<file path="config.mk">
export PLATFORM = sky130hd
export DESIGN_NAME = ram_sync_2p_clr
export DESIGN_NICKNAME = d
export VERILOG_FILES = /design/src/rtl/ram_sync_2p_clr.sv
export SDC_FILE = /design/constraint.sdc
export NUM_CORES = 1
export LEC_CHECK = 0
export CAP_MARGIN = 15
export CORE_MARGIN = 3
export CORE_UTILIZATION = 52
export DETAILED_ROUTE_END_ITERATION = 8
export GPL_TIMING_DRIVEN = 0
export PLACE_DENSITY_LB_ADDON = 0.05
export SYNTH_ARGS = -nofsm -noshare
export SYNTH_HDL_FRONTEND = slang
export SYNTH_SLANG_ARGS = --single-unit
</file>
<file path="constraint.sdc">
create_clock -name clk -period 1.6 [get_ports clk]
set_input_delay 0.4 -clock clk [delete_from_list [all_inputs] [get_ports clk]]
set_output_delay 0.4 -clock clk [all_outputs]
set_load 0.03 [all_outputs]
</file>
<file path="src/rtl/ram_sync_2p_clr.sv">
// ram_sync_2p_clr: 1W/1R synchronous DFF RAM with registered read, collision mode and clear sweep
module ram_sync_2p_clr #(
  parameter int DATA_WIDTH = 4,
  parameter int ADDR_WIDTH = 4,
  parameter logic [DATA_WIDTH-1:0] INIT_VAL = '0,
  parameter bit BYPASS = 1'b0
) (
  input  logic                  clk,
  input  logic                  reset,
  input  logic                  wr_en,
  input  logic [ADDR_WIDTH-1:0] wr_addr,
  input  logic [DATA_WIDTH-1:0] wr_data,
  input  logic                  rd_en,
  input  logic [ADDR_WIDTH-1:0] rd_addr,
  input  logic                  clr,
  output logic [DATA_WIDTH-1:0] rd_data,
  output logic                  rd_valid,
  output logic                  busy
);
  localparam int DEPTH = 2**ADDR_WIDTH;
  typedef enum logic {CLEAR, IDLE} state_t;
  state_t state, state_nx;
  logic [ADDR_WIDTH-1:0] ptr, ptr_nx;
  logic [DATA_WIDTH-1:0] mem [DEPTH];
  logic idle, last, hit;
  assign idle = state == IDLE;
  assign last = &ptr;
  assign hit  = wr_en & rd_en & (wr_addr == rd_addr);
  assign busy = state == CLEAR;
  // ptr wraps to 0 on the last word, which is exactly where the sweep hands over to IDLE
  always_comb begin
    state_nx = idle ? (clr ? CLEAR : IDLE) : (last ? IDLE : CLEAR);
    ptr_nx   = idle ? '0 : ptr + 1'b1;
  end
  always_ff @(posedge clk) begin
    if (reset) begin
      state    <= CLEAR;
      ptr      <= '0;
      rd_data  <= '0;
      rd_valid <= 1'b0;
    end else begin
      state    <= state_nx;
      ptr      <= ptr_nx;
      rd_valid <= idle & rd_en;
      if (idle & rd_en) rd_data <= (BYPASS && hit) ? wr_data : mem[rd_addr];
    end
  end
  always_ff @(posedge clk) begin
    if (!reset && busy) mem[ptr] <= INIT_VAL;
    else if (!reset && idle && wr_en) mem[wr_addr] <= wr_data;
  end
endmodule
</file>
==> impl_metrics.env <==
export IMPL_worst_r2r_endpoint="mem[6][2]$_DFFE_PP_"
export IMPL_drtAntennaViolNets=0
export IMPL_final_setup_viol_count=24
export IMPL_timing_final_ws_setup_ns=-0.02883
export IMPL_grt_pass1_vias=1706
export IMPL_hold_path_class="flop to flop"
export IMPL_synth_edf_count=64
export IMPL_maxSlewViolCount=0
export IMPL_synth_async_reset_ratio=0
export IMPL_min_delay_start="rd_data[0]$_SDFFE_PP0P_"
export IMPL_cts_hold_buf=0
export IMPL_ys_flop_type="edfxtp_1"
export IMPL_vias=1628
export IMPL_hold_path_depth=2
export IMPL_crit_type="input port to flop"
export IMPL_final_cells=288
export IMPL_syn_avg_cell_area_um2=17.31
export IMPL_status="finished, violations left"
export IMPL_yosys_cell_types_count=29
export IMPL_drt_first_iter_violations=128
export IMPL_syn_area_um2=3012
export IMPL_drc_errors=0
export IMPL_antenna_found_initial=0
export IMPL_area_growth_pct=27.34
export IMPL_rows=27
export IMPL_fp_dieW_um=82.10
export IMPL_grt_max_degree=17
export IMPL_cts_sinks=74
export IMPL_cap_violations=0
export IMPL_diodes=0
export IMPL_start_kind="input port"
export IMPL_arrival_ns=1.66
export IMPL_yosysWarnings=0
export IMPL_critPathRequiredTime_ns=1.63
export IMPL_synth_area_leaders="edfxtp_1, mux4_2, dfxtp_1"
export IMPL_crit_path_end_kind="flop"
export IMPL_synth_top_area_frac=0.6381
export IMPL_power_w=0.003716
export IMPL_core_um2=5540
export IMPL_yosysSeqAreaShare=0.7046
export IMPL_fmax_mhz=613.9
export IMPL_max_stage_delay_ns=0.64
export IMPL_firstDrtPassIters=4
export IMPL_initial_core_util=0.5436
export IMPL_crit_path_max_fanout=4
export IMPL_dp_cells=265
export IMPL_worst_pin_slew_ns=0.5826
export IMPL_ys_ff_latch=74
export IMPL_period_share=1.018
export IMPL_crit_chain="clkdlybuf4s50_1, nor3b_2, a31oi_4, nor2_4"
export IMPL_p_per_area_nw_per_um2=969.0
export IMPL_die_y_um=82.10
export IMPL_rsz0062_at_grt="yes"
export IMPL_cts_tree="built"
export IMPL_holdPathEnd="rd_data[0]$_SDFFE_PP0P_"
export IMPL_wl_per_cell_um=19.79
export IMPL_setup_tns_ns=-0.2057
export IMPL_worstSkewPairLatency_ns=0.34
export IMPL_h_tree_depth=3
export IMPL_dp_hpwl_um=4040
export IMPL_crit_slowest_cell="clkdlybuf4s50_1"
export IMPL_crit_buf_inv=1
export IMPL_nets=229
export IMPL_period_needed_ns=1.629
export IMPL_drive_gt1_frac=0.3843
export IMPL_clock_root_buffer="clkbuf_8"
export IMPL_routed_wl_um=5699
export IMPL_io_pin_count=23
export IMPL_finalWeightedCongestion=0.8128
export IMPL_irDropWorstVdd_mv=0.6938
export IMPL_failed_checks="negative setup slack"
export IMPL_path_delay_family="buffers and inverters"
export IMPL_vias_per_cell=5.653
export IMPL_synthCells=174
export IMPL_r2r_slack_ns=-0.01
export IMPL_skew_ns=0.009322
export IMPL_numPortBuffers=19
export IMPL_grt_pass1_wl_um=9190
export IMPL_reg2regPathDepth=5
export IMPL_dieArea_um2=6740
export IMPL_relSlewSlack=0.6116
export IMPL_cts_buffers=9
export IMPL_timing_rr_start="idle$_SDFF_PP0_"
export IMPL_overflow=0
export IMPL_synthesis_nets=192
export IMPL_utilization=0.6922
export IMPL_clk_pin_slew_worst_paths_ns=0.07
export IMPL_clock_path_buffers=2
export IMPL_yosysTopAreaCell="edfxtp_1"
export IMPL_p_leak_nw=1.163
export IMPL_hold_viol_final=0
export IMPL_grt_usage=0.1989
## cell type report
| class | count | area (µm²) |
|---|---|---|
| clock inverters | 4 | 45.04 |
| flip-flops and latches | 74 | 2123 |
| inverters | 3 | 11.26 |
| well taps | 72 | 90.09 |
| plain buffers | 8 | 102.6 |
| repair buffers | 26 | 229.0 |
| multi-input cells | 89 | 1099 |
| clock buffers | 12 | 135.1 |
| fillers | 368 | 1705 |
## worst max path at each step
stage / endpoint / from / slack, ns / cells after the start
2_1_floorplan: mem[10][0]$_DFFE_PP_ / reset / -0.08 / 5
3_3_place_gp: mem[1][0]$_DFFE_PP_ / wr_en / -0.72 / 6
3_5_place_dp: mem[14][1]$_DFFE_PP_ / reset / -0.81 / 6
4_1_cts: mem[6][2]$_DFFE_PP_ / idle$_SDFF_PP0_ / 0.004 / 5
5_1_grt: mem[3][3]$_DFFE_PP_ / idle$_SDFF_PP0_ / -0.09 / 5
6_report: mem[9][3]$_DFFE_PP_ / wr_addr[0] / -0.03 / 4
## cells in the mapped netlist (3+ instances only)
cell,number
a31oi_1,4
o21ai_0,3
inv_1,3
a22oi_1,4
nor3_1,5
mux2i_1,5
clkbuf_1,4
buf_2,3
nor2_1,18
a21oi_1,3
edfxtp_1,64
mux2_2,5
and2_1,5
mux4_2,11
mux4_1,5
dfxtp_1,10
nor3b_1,3
nand2_1,4
## cells in the final DEF, fill, tap and decap left out, drive strengths merged
cell | Yosys | layout
a21oi | 3 | 3
a22oi | 4 | 4
a31oi | 4 | 4
a41oi | 1 | 1
and2 | 5 | 5
and3b | 2 | 2
buf | 4 | 14
bufinv | 0 | 1
clkbuf | 4 | 15
clkdlybuf4s50 | 0 | 11
clkinv | 0 | 3
dfxtp | 10 | 10
dlygate4sd2 | 0 | 6
edfxtp | 64 | 64
ha | 1 | 1
inv | 3 | 3
mux2 | 5 | 5
mux2i | 5 | 5
mux4 | 16 | 16
nand2 | 4 | 4
nand2b | 2 | 2
nand3 | 2 | 2
nand3b | 2 | 2
nor2 | 18 | 18
nor3 | 5 | 5
nor3b | 3 | 3
o21ai | 4 | 4
or2 | 1 | 1
xnor2 | 1 | 1
xor2 | 1 | 1
## registers in the layout, indices dropped and copies added, names as in the netlist
register,cells
idle,1
ptr,4
rd_valid,1
rd_data,4
mem,64
## kinds of logic after synthesis
logic type	after synthesis	share of synthesized area
xor gates and xnor gates	2	0.005817
AOI/OAI and AO/OA	16	0.03282
adders and majority gates	1	0.004154
DFF	74	0.7046
and+or+nand+nor	44	0.07395
muxes	26	0.1612
buffers and inverters	11	0.01745
## per-stage QoR
stage	instance area, µm²	hold slack [ns]	worst slack [ns]
3_3_place_gp	3416	0.4796	-0.7180
5_1_grt	3835	0.5357	-0.08660
2_1_floorplan	3136	0.4860	-0.08124
4_1_cts	3784	0.5200	0.004053
6_report	3835	0.5047	-0.02883
3_5_place_dp	3416	0.5041	-0.8130
## report_power, final
group | total [W] | internal [W] | switching, W
Combinational | 0.000263 | 0.000127 | 0.000135
Sequential | 0.00211 | 0.00210 | 0.0000157
Clock | 0.00134 | 0.000714 | 0.000626
## metal layers
metal	wire, µm	global-route usage	share of wire
met5	0	0	0
met1	2428	0.2534	0.43
met2	2976	0.3288	0.52
met4	75	0.07309	0.013
met3	219	0.05423	0.038
## tightest hold or removal path, stage by stage, from the launching register on
cell and delay [ns]:
dfxtp_1 0.33, a22oi_1 0.07, o21ai_1 0.07
## timing repair
item,in CTS,in global routing
resized for setup,50,6
setup buffers,4,3
pin swaps,10,12
hold endpoints to repair,0,0
endpoints found under the setup margin,134,65
Note: power is estimated with default switching activity, not from simulation.
